===== src/rtl/div_seq_if.sv =====
// Bus between the EXU and the div_seq divide sequencer: request/response
// handshake plus the shared-ALU borrow port. master = EXU side, slave = div_seq.
interface div_seq_if;
  logic        flush;
  logic        in_valid;
  logic        in_ready;
  logic [1:0]  op;
  logic [31:0] src1;
  logic [31:0] src2;
  logic        out_valid;
  logic        out_ready;
  logic [31:0] out_result;
  logic        alu_req;
  logic        alu_gnt;
  logic [2:0]  alu_sel;
  logic        alu_add_sub;
  logic        alu_s_u;
  logic        alu_a_l;
  logic        alu_l_r;
  logic [31:0] alu_a;
  logic [31:0] alu_b;
  logic [31:0] alu_result;
  logic        alu_less;
  logic        alu_is_zero;

  modport master (
    output flush, in_valid, op, src1, src2, out_ready,
           alu_gnt, alu_result, alu_less, alu_is_zero,
    input  in_ready, out_valid, out_result,
           alu_req, alu_sel, alu_add_sub, alu_s_u, alu_a_l, alu_l_r, alu_a, alu_b
  );

  modport slave (
    input  flush, in_valid, op, src1, src2, out_ready,
           alu_gnt, alu_result, alu_less, alu_is_zero,
    output in_ready, out_valid, out_result,
           alu_req, alu_sel, alu_add_sub, alu_s_u, alu_a_l, alu_l_r, alu_a, alu_b
  );
endinterface


===== src/rtl/div_seq.sv =====
// RV32M DIV/DIVU/REM/REMU restoring divider, 1 bit per cycle, borrowing the EXU ALU
// for every subtraction. Define DIV_SKIP_EN to add an early-out compare (CMP) state.
module div_seq (
  input  logic       i_clk,
  input  logic       i_rst,
  div_seq_if.slave   bus
);

  typedef enum logic [2:0] {
    S_IDLE, S_NEGA, S_NEGB, S_ITER, S_FIX, S_DONE
`ifdef DIV_SKIP_EN
    , S_CMP
`endif
  } state_t;

`ifdef DIV_SKIP_EN
  localparam state_t S_CORE = S_CMP;
`else
  localparam state_t S_CORE = S_ITER;
`endif

  state_t      r_state;
  logic [4:0]  r_cnt;
  logic        r_rem;
  logic        r_na;
  logic        r_nb;
  logic [31:0] r_q;
  logic [31:0] r_r;
  logic [31:0] r_b;
  logic        r_in_ready;
  logic        r_out_valid;
  logic [31:0] r_out_result;

  logic        w_in_sgn;
  logic        w_in_na;
  logic        w_in_nb;
  logic        w_alu_req;
  logic        w_gnt;
  logic        w_hi;
  logic [31:0] w_shift_r;
  logic        w_take;
  logic [31:0] w_fix_val;
  logic        w_fix_neg;
  logic [31:0] w_alu_a;
  logic [31:0] w_alu_b;
  logic        w_unused;

  assign w_unused  = bus.alu_is_zero;

  assign w_in_sgn  = ~bus.op[0];
  assign w_in_na   = w_in_sgn & bus.src1[31];
  assign w_in_nb   = w_in_sgn & bus.src2[31];

  assign w_alu_req = (r_state == S_NEGA) || (r_state == S_NEGB) ||
`ifdef DIV_SKIP_EN
                     (r_state == S_CMP) ||
`endif
                     (r_state == S_ITER) || (r_state == S_FIX);
  assign w_gnt     = w_alu_req & bus.alu_gnt;

  // hi is the bit shifted out of R; when set the 33-bit partial remainder
  // is certainly >= divisor, so the ALU's 32-bit difference is exact.
  assign w_hi      = r_r[31];
  assign w_shift_r = {r_r[30:0], r_q[31]};
  assign w_take    = w_hi | ~bus.alu_less;

  assign w_fix_val = r_rem ? r_r : r_q;
  assign w_fix_neg = r_rem ? r_na : (r_na ^ r_nb);

  always_comb begin
    w_alu_a = '0;
    w_alu_b = '0;
    case (r_state)
      S_NEGA: w_alu_b = r_q;
      S_NEGB: w_alu_b = r_b;
`ifdef DIV_SKIP_EN
      S_CMP: begin
        w_alu_a = r_q;
        w_alu_b = r_b;
      end
`endif
      S_ITER: begin
        w_alu_a = w_shift_r;
        w_alu_b = r_b;
      end
      S_FIX:  w_alu_b = w_fix_val;
      default: begin
        w_alu_a = '0;
        w_alu_b = '0;
      end
    endcase
  end

  assign bus.alu_req     = w_alu_req;
  assign bus.alu_sel     = 3'b000;
  assign bus.alu_add_sub = w_alu_req;
  assign bus.alu_s_u     = w_alu_req;
  assign bus.alu_a_l     = 1'b0;
  assign bus.alu_l_r     = 1'b0;
  assign bus.alu_a       = w_alu_a;
  assign bus.alu_b       = w_alu_b;
  assign bus.in_ready    = r_in_ready;
  assign bus.out_valid   = r_out_valid;
  assign bus.out_result  = r_out_result;

  always_ff @(posedge i_clk) begin
    if (i_rst) begin
      r_state      <= S_IDLE;
      r_cnt        <= '0;
      r_rem        <= 1'b0;
      r_na         <= 1'b0;
      r_nb         <= 1'b0;
      r_q          <= '0;
      r_r          <= '0;
      r_b          <= '0;
      r_in_ready   <= 1'b1;
      r_out_valid  <= 1'b0;
      r_out_result <= '0;
    end else if (bus.flush) begin
      r_state     <= S_IDLE;
      r_in_ready  <= 1'b1;
      r_out_valid <= 1'b0;
    end else begin
      case (r_state)
        S_IDLE: begin
          if (bus.in_valid) begin
            r_rem      <= bus.op[1];
            r_na       <= w_in_na;
            r_nb       <= w_in_nb;
            r_q        <= bus.src1;
            r_r        <= '0;
            r_b        <= bus.src2;
            r_cnt      <= 5'd31;
            r_in_ready <= 1'b0;
            if (bus.src2 == 32'd0) begin
              r_out_result <= bus.op[1] ? bus.src1 : 32'hFFFF_FFFF;
              r_out_valid  <= 1'b1;
              r_state      <= S_DONE;
            end else if (w_in_sgn && bus.src1 == 32'h8000_0000 &&
                         bus.src2 == 32'hFFFF_FFFF) begin
              r_out_result <= bus.op[1] ? 32'd0 : 32'h8000_0000;
              r_out_valid  <= 1'b1;
              r_state      <= S_DONE;
            end else if (w_in_na) begin
              r_state <= S_NEGA;
            end else if (w_in_nb) begin
              r_state <= S_NEGB;
            end else begin
              r_state <= S_CORE;
            end
          end
        end
        S_NEGA: begin
          if (w_gnt) begin
            r_q     <= bus.alu_result;
            r_state <= r_nb ? S_NEGB : S_CORE;
          end
        end
        S_NEGB: begin
          if (w_gnt) begin
            r_b     <= bus.alu_result;
            r_state <= S_CORE;
          end
        end
`ifdef DIV_SKIP_EN
        S_CMP: begin
          if (w_gnt) begin
            if (bus.alu_less) begin
              r_r     <= r_q;
              r_q     <= '0;
              r_state <= S_FIX;
            end else begin
              r_state <= S_ITER;
            end
          end
        end
`endif
        S_ITER: begin
          if (w_gnt) begin
            r_r <= w_take ? bus.alu_result : w_shift_r;
            r_q <= {r_q[30:0], w_take};
            if (r_cnt == 5'd0) r_state <= S_FIX;
            else               r_cnt   <= r_cnt - 5'd1;
          end
        end
        S_FIX: begin
          if (w_gnt) begin
            r_out_result <= w_fix_neg ? bus.alu_result : w_fix_val;
            r_out_valid  <= 1'b1;
            r_state      <= S_DONE;
          end
        end
        S_DONE: begin
          if (bus.out_ready) begin
            r_out_valid <= 1'b0;
            r_in_ready  <= 1'b1;
            r_state     <= S_IDLE;
          end
        end
        default: r_state <= S_IDLE;
      endcase
    end
  end

endmodule


===== src/flat_wrapper.sv =====
// flat-port wrapper written by rule: the top's interface ports become plain ports
module div_seq_flat 
  (i_clk, i_rst, bus_flush, bus_in_valid, bus_op, bus_src1, bus_src2, bus_out_ready, bus_alu_gnt, bus_alu_result, bus_alu_less, bus_alu_is_zero, bus_in_ready, bus_out_valid, bus_out_result, bus_alu_req, bus_alu_sel, bus_alu_add_sub, bus_alu_s_u, bus_alu_a_l, bus_alu_l_r, bus_alu_a, bus_alu_b);
  div_seq_if bus_i ();
  input  logic i_clk;
  input  logic i_rst;
  input wire logic [$bits(bus_i.flush)-1:0] bus_flush;
  input wire logic [$bits(bus_i.in_valid)-1:0] bus_in_valid;
  input wire logic [$bits(bus_i.op)-1:0] bus_op;
  input wire logic [$bits(bus_i.src1)-1:0] bus_src1;
  input wire logic [$bits(bus_i.src2)-1:0] bus_src2;
  input wire logic [$bits(bus_i.out_ready)-1:0] bus_out_ready;
  input wire logic [$bits(bus_i.alu_gnt)-1:0] bus_alu_gnt;
  input wire logic [$bits(bus_i.alu_result)-1:0] bus_alu_result;
  input wire logic [$bits(bus_i.alu_less)-1:0] bus_alu_less;
  input wire logic [$bits(bus_i.alu_is_zero)-1:0] bus_alu_is_zero;
  output wire logic [$bits(bus_i.in_ready)-1:0] bus_in_ready;
  output wire logic [$bits(bus_i.out_valid)-1:0] bus_out_valid;
  output wire logic [$bits(bus_i.out_result)-1:0] bus_out_result;
  output wire logic [$bits(bus_i.alu_req)-1:0] bus_alu_req;
  output wire logic [$bits(bus_i.alu_sel)-1:0] bus_alu_sel;
  output wire logic [$bits(bus_i.alu_add_sub)-1:0] bus_alu_add_sub;
  output wire logic [$bits(bus_i.alu_s_u)-1:0] bus_alu_s_u;
  output wire logic [$bits(bus_i.alu_a_l)-1:0] bus_alu_a_l;
  output wire logic [$bits(bus_i.alu_l_r)-1:0] bus_alu_l_r;
  output wire logic [$bits(bus_i.alu_a)-1:0] bus_alu_a;
  output wire logic [$bits(bus_i.alu_b)-1:0] bus_alu_b;
  assign bus_i.flush = bus_flush;
  assign bus_i.in_valid = bus_in_valid;
  assign bus_i.op = bus_op;
  assign bus_i.src1 = bus_src1;
  assign bus_i.src2 = bus_src2;
  assign bus_i.out_ready = bus_out_ready;
  assign bus_i.alu_gnt = bus_alu_gnt;
  assign bus_i.alu_result = bus_alu_result;
  assign bus_i.alu_less = bus_alu_less;
  assign bus_i.alu_is_zero = bus_alu_is_zero;
  assign bus_in_ready = bus_i.in_ready;
  assign bus_out_valid = bus_i.out_valid;
  assign bus_out_result = bus_i.out_result;
  assign bus_alu_req = bus_i.alu_req;
  assign bus_alu_sel = bus_i.alu_sel;
  assign bus_alu_add_sub = bus_i.alu_add_sub;
  assign bus_alu_s_u = bus_i.alu_s_u;
  assign bus_alu_a_l = bus_i.alu_a_l;
  assign bus_alu_l_r = bus_i.alu_l_r;
  assign bus_alu_a = bus_i.alu_a;
  assign bus_alu_b = bus_i.alu_b;
  div_seq u_core (.i_clk(i_clk), .i_rst(i_rst), .bus(bus_i));
endmodule

===== config.mk =====
export PLATFORM = sky130hd
export DESIGN_NAME = div_seq_flat
export DESIGN_NICKNAME = d
export VERILOG_FILES = /design/src/rtl/div_seq_if.sv /design/src/rtl/div_seq.sv /design/src/flat_wrapper.sv
export SDC_FILE = /design/constraint.sdc
export NUM_CORES = 1
export LEC_CHECK = 0
export ABC_AREA = 1
export BUFFER_PORTS_ARGS = -buffer_cell sky130_fd_sc_hd__buf_2
export CORE_MARGIN = 10
export CORE_UTILIZATION = 40
export DETAILED_ROUTE_END_ITERATION = 16
export PLACE_DENSITY = 0.6
export SYNTH_ARGS = -nofsm -noshare
export SYNTH_HDL_FRONTEND = slang
export SYNTH_SLANG_ARGS = --single-unit

===== constraint.sdc =====
create_clock -name i_clk -period 2.5 [get_ports i_clk]
set_input_delay 0.125 -clock i_clk [delete_from_list [all_inputs] [get_ports i_clk]]
set_output_delay 0.125 -clock i_clk [all_outputs]
set_load 0.05 [all_outputs]

## Word level (Yosys, flattened, before mapping)

Cells that the tools add are included.

- Register bits after elaboration: 141
- Latch bits: 0
- Bits in writable memories: 0
- Memory bits (read-only): 0
- Output and inout port bits: 106
- Memories: 0

- Add/sub/neg operators: 1
- $mul: 0
- Divide/modulo/power cells: 0
- Order comparisons: 0
- Equal/unequal tests: 16
- Shift-type cells: 0
- Muxes and demuxes: 48
- Bitwise gates (word level): 8
- Reduce and logical (&&, ||, !) cells: 25

Operator list:

| cell | number |
|---|---|
| 32-bit 2-to-1 mux | 16 |
| 32-bit case mux with 2 select lines | 3 |
| 32-bit case mux with 3 select lines | 2 |
| 32-bit == test, second input constant | 2 |
| 32-bit zero test | 1 |
| 3-bit 2-to-1 mux | 10 |
| 5-bit AND reduction | 4 |
| 3-bit case mux with 6 select lines | 1 |
| 5-bit 2-to-1 mux | 3 |
| 1-bit 2-to-1 mux | 10 |
| 5-bit case mux with 2 select lines | 1 |
| 2-bit by 1-bit inequality test with 1-bit output, second input constant | 4 |
| 2-bit inequality test, second input constant | 4 |
| 4-bit AND reduction | 2 |
| 2-bit nonzero test | 4 |
| 7-bit AND reduction | 1 |
| 3-bit by 2-bit == test with 1-bit output, second input constant | 2 |
| 3-bit == test, second input constant | 2 |
| 3-bit AND reduction | 2 |
| 3-bit nonzero test | 2 |
| 5-bit zero test | 1 |
| 5-bit by 1-bit subtractor with 5-bit output, second input constant | 1 |
| 2-bit OR reduction | 2 |
| 1-bit AND | 3 |
| other kinds (10) | 15 |

## Depth between registers and ports, before layout

Gate-level depths: netlist of the first run.

- Depth after elaboration: 8
- Gate-level depth with buffers: 13
- Gate-level depth less buffers: 12

## Worst setup path before layout of the first run

Ideal clock, no wire load.

- Path type: flip-flop to flip-flop
- Start point: register u_core.r_state[0]
- End point: register u_core.r_r[13]
- Setup time: 128 ps
- Arrival: 1956 ps
- Data required time: 2372 ps
- Path slack: 416 ps
- Stages on the path, launching flop included: 12
- Period minus slack after synthesis: 2084 ps
- Path through: dfxtp_1 > buf_4 > nor2_4 > nand2_1 > nand2_1 > nand2_1 > nand2_1 > nand2_1 > buf_4 > clkbuf_1 > o21ai_0 > a21oi_1

- Word-level cells in the longest chain between the ends: 7
- Elaborated cells on any way between the ends: 14
- Those cells by class: eq/ne (6); mux (1); bitwise (1); reduce/logical (6)

Ends and longest elaborated chain:

| item | RTL line | RTL |
|---|---|---|
| from (decl) | div_seq.sv:22 | `state_t r_state;` |
| from (signal assigned) | div_seq.sv:156 | `r_state <= r_nb ? S_NEGB : S_CORE;` |
| 3-bit by 1-bit == test with 1-bit output or 3-bit by 2-bit == test with 1-bit output (tied branches) | div_seq.sv:54 | `assign w_alu_req = (r_state == S_NEGA) \|\| (r_state == S_NEGB) \|\|` |
| 1-bit logical OR (2 in a row) | div_seq.sv:54 |  |
| 1-bit logical OR (*) | div_seq.sv:54 |  |
| via bus_alu_add_sub | flat_wrapper.sv:22 | `output wire logic [$bits(bus_i.alu_add_sub)-1:0] bus_alu_add_sub;` |
| 1-bit AND (*) | div_seq.sv:59 | `assign w_gnt = w_alu_req & bus.alu_gnt;` |
| 2-bit by 1-bit inequality test with 1-bit output (no source line) (*) | n/a |  |
| 4-bit AND reduction (no source line) (*) | n/a |  |
| to (signal assigned) | div_seq.sv:180 | `r_r <= w_take ? bus.alu_result : w_shift_r;` |
| to (decl) | div_seq.sv:28 | `logic [31:0] r_r;` |

Mark *: on every way through the listed nets, which the timed path passes. The rest lies on a longest branch.
A chain may end at the register's enable or synchronous reset.

## Final worst setup path of the first run

- Start point: register u_core.r_state[0]
- End point: output port bus_alu_b[30]

- Word-level cells in the longest chain between the ends: 3
- Elaborated cells on any way between the ends: 6
- Those cells by class: eq/ne (4); mux (1); reduce/logical (1)

Ends and longest elaborated chain:

| item | RTL line | RTL |
|---|---|---|
| 3-bit by 2-bit == test with 1-bit output | div_seq.sv:73 | `case (r_state)` |
| 2-bit OR reduction (no source line) | n/a |  |
| 32-bit case mux with 3 select lines (*) | div_seq.sv:73 |  |
| to (decl) | flat_wrapper.sv:27 | `output wire logic [$bits(bus_i.alu_b)-1:0] bus_alu_b;` |

Every way passes the cells marked *; elsewhere a longest branch is shown, timed or not.

==> results.ini, run 1 <==
[drt]
wl_per_cell_um=18.35
vias=10190
wl_met3_um=2773
wirelength_um=34420
vias_per_cell=5.434
route.detailed.drc=0
detail-route-antenna-nets=0
met2_length_um=15500
first_iter_violations=1014
first_pass_iters=5
drt-met1-wl_um=15660
routed.top_layer=met4

[synthesis]
ys.flop_type=dfxtp_1
synth_edf_count=0
ys_top_cells_by_area=dfxtp_1, a21oi_1, o21ai_0
async_flop_share_pct=0
synth_top_cell_by_area=dfxtp_1
postSynthAreaPerCell_um2=6.200
synthDistinctLibCells=36
yosys_warnings=0
synth_top_area_share_pct=31.57
synth_cells=1442
syn-cell-area_um2=8941
ys_seq_elements=141
synth_common_cells=a21oi_1, o21ai_0, nand2_1, inv_1, dfxtp_1
yosysMostFrequentCell=a21oi_1
ys_seq_area_share_pct=31.57

[timing]
maxSlewViolCount=0
slew_headroom_pct=32.91
setup_violations=0
finalHoldViolations=0
min_period_ns=2.355
tightest_slew_ns=1.005
fin_worst_skew_ns=0.01167
fin_crit_sh_pct=94.20
setup-tns-final_ns=0
setup_ws_ns=0.1451
fmax_mhz=424.6
rsz0062_at_grt=no

[critical_path]
path_class=reg -> out
critPathArrivalTime_ns=2.23
critical_path.max_fanout=35
required_ns=2.38
crit_path_start_kind=flop
cp-end-kind=output pin

[clock_network]
cts-root-buf=clkbuf_16
worst_skew_pair.late_latency_ns=0.43
cts_tree=yes
clockBufferDepth=2
post-cts-setup-buffers=0
cts_made_buffers=17
htree_num_levels=4
clock-sinks=141
clk_pin_slew_worst_paths_ns=0.07

[placement]
routabilityCongestion=0.9099
place_hpwl_um=24080
place_ws_ns=0.3565
place_inst=1840
portBuffers=205

[floorplan]
die_y_um=169.5
die_area_um2=28730
io_pins=212
core-area_um2=21890
start_util_pct=40.84
die_w_um=169.5
num_rows=54

[finish]
area.growth.synth_to_final_pct=20.67
nets=1689
fin_cells=1876
fillCellCount=2370
drive_above_1_share_pct=18.27

[grt]
grt_antenna_before_repair=3
track_usage_pct=23.33
grt_pass1_vias=9588
grt-ovfl-total=0
grt_max_degree=71
grt_first_pass_wirelength_um=54370

[run]
cap_violations=0

[worst_hold_path]
worst_hold_path_type=in -> reg

[power_and_ir_drop]
p_per_area_nw_per_um2=815.5
ir_drop_mv=0.4908
leakagePower_uw=0.004732

[outcome]
outcome=finished, final reports clean

## power by group
part	switching (uW)	internal, uW	total, uW
clock network	1070	1800	2870
logic	2260	841	3100
registers	198	2630	2830
## placed cells by master (no fill, tap or decap), drive strengths merged, types with 8 or more instances in the layout
master / count
a21oi: 256
nor2: 131
buf: 233
dfxtp: 141
nand4: 8
nand3: 75
o221ai: 42
nand2: 200
inv: 198
o22ai: 22
o21ai: 234
clkbuf: 19
## registers in the layout (all words and copies together), names as in the netlist
name	cells
u_core.r_na	1
u_core.r_cnt	5
u_core.r_q	32
u_core.bus.out_result	32
u_core.r_rem	1
u_core.bus.in_ready	1
u_core.r_nb	1
u_core.r_b	32
u_core.bus.out_valid	1
u_core.r_r	32
u_core.r_state	3
## metrics by stage
step                      power (uW)  area [um^2]  util, %  hold WS, ns
after global routing            9282        10780    49.26      0.03038
after CTS                       8802        10780    49.24     0.003370
after floorplan                 5095         8956        -       0.1941
after global placement          5900        10100    46.16       0.4056
after detailed placement        5931        10100    46.16       0.4093
final                           8799        10790    49.29      0.01251
## worst max-delay path, stage by stage (launching register included)
cell and delay, ns:
dfxtp_1 0.50, buf_4 0.23, nand3_2 0.13, buf_4 0.28, o221ai_1 0.32, buf_2 0.33
## per-layer routing
metal  track usage (%)  vias to the layer above
met5                 0                        -
met4             5.441                        0
met3             5.558                       34
met2             36.67                      419
met1             31.60                     4639
li1                  -                     5102
## layout make-up
type | instances | area (um^2) | share of cell area (%)
timing repair buffer | 236 | 1379 | 12.78
antenna | 3 | 7.507 | 0.06958
clock inverter | 13 | 215.2 | 1.995
tap | 280 | 350.3 | 3.247
multi-input combinational | 987 | 4830 | 44.76
inverter | 198 | 744.5 | 6.900
clock buffer | 18 | 439.2 | 4.071
sequential | 141 | 2824 | 26.17
## path summary, 6_finish.rpt
| path | endpoint | cells past startpoint | start | slack, ns |
|---|---|---|---|---|
| setup / recovery | bus_alu_b[30] | 5 | u_core.r_state[0] | 0.15 |
| hold reg to reg | u_core.bus.out_valid | 2 | u_core.bus.out_valid | 0.45 |
| setup reg to reg | u_core.r_b[23] | 9 | u_core.r_state[0] | 0.27 |
| hold / removal | u_core.r_q[7] | 3 | bus_src1[7] | 0.01 |
## cell families (layout without fill, tap and decap cells)
kind of cell               count (synthesis)  count (layout)  share of synthesized area [%]
DFF                                      141             141                          31.57
and+or+nand+nor                          420             420                          19.61
AOI/OAI and AO/OA                        558             558                          33.53
xor gates and xnor gates                   2               2                         0.1959
other                                      1               8                        0.04194
buffers and inverters                    318             465                          14.78
adders and majority gates                  2               2                         0.2798
## what timing repair did
action / CTS / global route
gates resized for setup: 0 / 1
setup endpoints to repair: 0 / 1
hold buffers: 2 / 0
hold endpoints to repair: 7 / 0
Note: power is estimated with default switching activity, not from simulation.
==> run 2: changes to the inputs <==
Settings changed: CORE_UTILIZATION 40 to 55, PLACE_DENSITY 0.6 to 0.8.
==> results.ini, run 2 (synthesis results as in run 1) <==
[floorplan]
num_rows=46  ; -15%
die_w_um=147.5  ; -13%
start_util_pct=56.29  ; +15 points
core-area_um2=15890  ; -27%
die_area_um2=21760  ; -24%
die_y_um=147.5  ; -13%
io_pins=212  ; unchanged

[power_and_ir_drop]
power_frac_seq_pct=32.0  ; -0.2 points
p_per_area_nw_per_um2=826.9  ; +1.4%
ir_drop_mv=0.5314  ; +8.3%
pwr-share-comb_pct=34.5  ; -0.7 points
p_int_uw=5413  ; +2.6%
clkPwrFrac_pct=33.5  ; +0.9 points
leakagePower_uw=0.004745  ; +0.27%
p_sw_uw=3456  ; -1.9%
swShare_pct=38.97  ; -1.1 points

[timing]
setup_violations=0  ; unchanged
rsz0062_at_grt=no
fin_worst_skew_ns=0.006570  ; -0.005097 ns
maxSlewViolCount=0  ; unchanged
tightest_slew_ns=0.9562  ; -0.04909 ns
fmax_mhz=422.0  ; -0.62%
finalHoldViolations=0  ; unchanged
fin_crit_sh_pct=94.78  ; +0.58 points
min_period_ns=2.369  ; +0.01458 ns
slew_headroom_pct=36.19  ; +3.3 points
setup-tns-final_ns=0  ; unchanged

[grt]
grt_antenna_before_repair=3  ; unchanged
use_met3_pct=7.845  ; +2.3 points
grt_pass1_vias=9903  ; +3.3%
track_usage_pct=28.67  ; +5.3 points
grt-ovfl-total=0  ; unchanged
grt_most_used_layer=met2
grt_max_degree=67  ; -5.6%
grt_first_pass_wirelength_um=51490  ; -5.3%
met1_usage_pct=36.73  ; +5.1 points
grt_util_met2_pct=43.87  ; +7.2 points

[critical_path]
rr_worst_depth=9  ; unchanged
cp-end-kind=output pin
critPathArrivalTime_ns=2.24  ; about the same
path_class=reg -> out
critical_path.max_fanout=32  ; -8.6%
required_ns=2.38  ; about the same
crit_path_start_kind=flop

[outcome]
outcome=finished, final reports clean

[drt]
wirelength_um=32070  ; -6.8%
wl_per_cell_um=17.71  ; -3.5%
vias_per_cell=5.873  ; +8.1%
detail-route-antenna-nets=0  ; unchanged
vias=10640  ; +4.3%
first_iter_violations=1456  ; +44%
first_pass_iters=9  ; +4
route.detailed.drc=0  ; unchanged

[run]
cap_violations=0  ; unchanged

[finish]
nets=1689  ; unchanged
layout_common_cells=a21oi_1, buf_2, o21ai_0
layout_commonest_cell=a21oi_1
area.growth.synth_to_final_pct=19.94
drive_above_1_share_pct=18.13  ; -0.14 points
fin_cells=1811  ; -3.5%
fillCellCount=1508  ; -36%

[clock_network]
cts_tree=yes
cts_made_buffers=17  ; unchanged
clockBufferDepth=2  ; unchanged
worst_skew_pair.late_latency_ns=0.43  ; about the same
clock-sinks=141  ; unchanged
clk_pin_slew_worst_paths_ns=0.06  ; about the same
htree_num_levels=4  ; unchanged
cts-root-buf=clkbuf_16

[worst_hold_path]
min_delay_path_depth=3  ; unchanged
worst_hold_path_type=in -> reg

[placement]
portBuffers=205  ; unchanged
place_inst=1775  ; -3.5%
routabilityCongestion=0.8856  ; -2.7%
place_hpwl_um=22260  ; -7.6%

## run 2: final cells by class
class                      instances  area (um^2)  share of cell area (%)
clock inverter                    10        209.0                   1.948
inverter                         198        744.5                   6.942
multi-input combinational        987         4830                   45.04
timing repair buffer             236         1370                   12.78
antenna                            1        2.502                 0.02333
clock buffer                      22        474.2                   4.422
sequential                       141         2824                   26.33
tap                              216        270.3                   2.520
## run 2: power by group through the flow
stage | Combinational (uW) | Sequential (uW) | Clock (uW)
after global routing | 3350 | 2880 | 3100
final | 3060 | 2840 | 2970
after detailed placement | 2990 | 2880 | 0
after CTS | 3010 | 2830 | 2990
after global placement | 2940 | 2870 | 0
after floorplan | 2030 | 3070 | 0
## run 2: routing by layer
| metal | up-vias | wire, um |
|---|---|---|
| met2 | 723 | 13950 |
| li1 | 5103 | - |
| met4 | 4 | 1331 |
| met3 | 102 | 3910 |
| met5 | - | 29 |
| met1 | 4704 | 12850 |
## run 2: through the flow
step | hold WS, ns | total power (uW) | cell area (um^2) | worst slack, ns | util, %
2_1_floorplan | 0.1941 | 5095 | 8956 | 0.4157 | -
3_3_place_gp | 0.3981 | 5809 | 10000 | 0.3143 | 62.97
3_5_place_dp | 0.4030 | 5863 | 10000 | 0.2594 | 62.97
4_1_cts | 0.001165 | 8830 | 10720 | 0.06154 | 67.46
5_1_grt | 0.03463 | 9331 | 10720 | 0.02581 | 67.51
6_report | 0.01873 | 8868 | 10720 | 0.1305 | 67.51
## run 2: final timing paths
| path | startpoint | to | slack, ns |
|---|---|---|---|
| setup / recovery | u_core.r_state[1] | bus_alu_b[30] | 0.13 |
| hold / removal | bus_src1[7] | u_core.r_q[7] | 0.02 |
| setup reg to reg | u_core.r_state[1] | u_core.r_r[28] | 0.24 |
| hold reg to reg | u_core.bus.out_valid | u_core.bus.out_valid | 0.44 |
## run 2: timing repair
item	in CTS	in global routing
setup endpoints to repair	0	19
setup buffers	0	0
endpoints found under the hold margin	7	0
hold buffers	3	0
gates resized for setup	0	2
## run 2: critical path: stages (launching register included)
cell and delay [ns]:
dfxtp_1 0.49, inv_2 0.10, nor2_2 0.14, inv_2 0.06, buf_4 0.28, o221ai_1 0.39
buf_2 0.34
==> run 3: changes to the inputs <==
Settings changed: BUFFER_PORTS_ARGS -buffer_cell sky130_fd_sc_hd__buf_2 to not set, CORE_UTILIZATION 55 to 60, DONT_BUFFER_PORTS set to 1, PLACE_DENSITY 0.8 to 0.74.
==> results.ini, run 3 (synthesis results as in run 1) <==
[timing]
setup_ws_ns=0.1572  ; +0.02671 ns
fin_crit_sh_pct=93.71  ; -1.1 points
tightest_slew_ns=0.9721  ; +0.01594 ns
setup-tns-final_ns=0  ; unchanged
fin_worst_skew_ns=0.01018  ; +0.003607 ns
setup_violations=0  ; unchanged
finalHoldViolations=0  ; unchanged
slew_headroom_pct=35.12  ; -1.1 points
min_period_ns=2.343  ; -0.02672 ns
fmax_mhz=426.8  ; +1.1%
rsz0062_at_grt=no
maxSlewViolCount=0  ; unchanged

[worst_hold_path]
worst_hold_path_type=in -> reg
min_delay_path_depth=4  ; +1
hold_path.startpoint=bus_src2[27]
min_to=u_core.r_b[27]

[power_and_ir_drop]
p_per_area_nw_per_um2=810.4  ; -2.0%
ir_drop_mv=0.5058  ; -4.8%
leakagePower_uw=0.004279  ; -9.8%

[critical_path]
rr_worst_depth=9  ; unchanged
critPathArrivalTime_ns=2.22  ; -0.02 ns
r2r-start=u_core.r_state[1]
reg2reg_to=u_core.r_r[28]
crit_path_start_kind=flop
rrSetupSlack_ns=0.33  ; +0.09 ns
critical_path.max_fanout=19  ; -41%
required_ns=2.38  ; about the same
cp-end-kind=output pin
path_class=reg -> out

[floorplan]
die_y_um=142.1  ; -3.7%
start_util_pct=61.29  ; +5.0 points
io_pins=212  ; unchanged
core-area_um2=14590  ; -8.2%
die_w_um=142.1  ; -3.7%
num_rows=44  ; -4.3%
die_area_um2=20180  ; -7.2%

[grt]
grt_first_pass_wirelength_um=50180  ; -2.6%
track_usage_pct=30.51  ; +1.8 points
grt_antenna_before_repair=1  ; -2
grt_max_degree=67  ; unchanged
grt-ovfl-total=0  ; unchanged
grt_pass1_vias=9123  ; -7.9%

[finish]
nets=1589  ; -5.9%
fillCellCount=1290  ; -14%
layout_common_cells=a21oi_1, o21ai_0, nand2_1
area.growth.synth_to_final_pct=17.04
drive_above_1_share_pct=10.18  ; -7.9 points
layout_commonest_cell=a21oi_1
antenna_cells=0  ; -1

[clock_network]
post-cts-setup-buffers=0  ; unchanged
worst_skew_pair.late_latency_ns=0.43  ; about the same
cts-root-buf=clkbuf_16
cts_made_buffers=17  ; unchanged
cts_tree=yes
htree_num_levels=4  ; unchanged
clk_pin_slew_worst_paths_ns=0.06  ; about the same
clock-sinks=141  ; unchanged
clockBufferDepth=2  ; unchanged

[placement]
routabilityCongestion=0.9218  ; +4.1%
place_ws_ns=0.4372  ; +0.1778 ns
place_hpwl_um=22090  ; -0.74%
portBuffers=0  ; -100%

[run]
cap_violations=0  ; unchanged

[drt]
route.detailed.drc=0  ; unchanged
first_pass_iters=7  ; -2
first_iter_violations=1467  ; +0.76%
vias=10290  ; -3.3%
wirelength_um=32150  ; +0.25%
detail-route-antenna-nets=0  ; unchanged
wl_per_cell_um=19.17  ; +8.3%
vias_per_cell=6.136  ; +4.5%

[outcome]
outcome=finished, final reports clean

[run 3: cell types whose count changed in the layout (fill, tap and decap cells not counted), sizes merged]
cell         delta
buf           -137
dlygate4sd3    +37
clkinv          +5
clkbuf          -3
bufinv          -2
clkinvlp        -1
diode           -1
[run 3: repair_timing]
item	CTS	global route
resized for setup	0	2
setup endpoints to repair	0	2
hold buffers	40	0
endpoints found under the hold margin	47	0
[run 3: critical path, cell delays in order, from the launching register on]
cell,delay [ns]
dfxtp_1,0.39
nor2_4,0.18
nand2_1,0.19
inv_4,0.23
buf_4,0.27
o211ai_1,0.15
o221ai_1,0.13
buf_4,0.25
[run 3: report_power, final]
group / switching [uW] / total [uW] / internal (uW)
logic: 1880 / 2680 / 806
registers: 454 / 3090 / 2630
clock network: 1030 / 2710 / 1680
[run 3: metrics by stage]
stage	cell area (um^2)	hold slack, ns	util, %	std cells	power, uW
global route	10470	0.01806	71.73	1677	8903
floorplan	8956	0.1941	-	1446	5095
global placement	9449	0.1953	64.77	1606	5633
finish	10470	0.006855	71.73	1677	8480
CTS	10460	0.003271	71.72	1677	8400
detailed placement	9449	0.1995	64.77	1606	5681
[run 3: metal layers]
layer | wire length (um) | vias to the layer above | track usage (%)
li1 | - | 4909 | -
met1 | 12740 | 4564 | 41.25
met2 | 14130 | 735 | 45.15
met3 | 4447 | 80 | 9.479
met4 | 815 | 2 | 9.736
met5 | 13 | - | 0
[run 3: layout make-up]
class / instances / area, um^2 / area share (%)
Multi-Input combinational cell: 987 / 4830 / 46.15
Sequential cell: 141 / 2824 / 26.98
Timing Repair Buffer: 136 / 1221 / 11.67
Inverter: 198 / 747.0 / 7.138
Clock buffer: 19 / 442.9 / 4.232
Tap cell: 184 / 230.2 / 2.200
Clock inverter: 12 / 170.2 / 1.626
[run 3: how the worst max path moves through the flow]
stage	slack (ns)	from	end
2_1_floorplan	0.42	u_core.r_state[0]	u_core.r_r[13]
3_3_place_gp	0.45	u_core.r_state[1]	u_core.bus.out_result[2]
3_5_place_dp	0.44	u_core.r_state[1]	u_core.r_r[31]
4_1_cts	0.11	u_core.r_state[1]	bus_alu_b[31]
5_1_grt	0.04	u_core.r_state[1]	bus_alu_b[31]
6_report	0.16	u_core.r_state[1]	bus_alu_b[31]
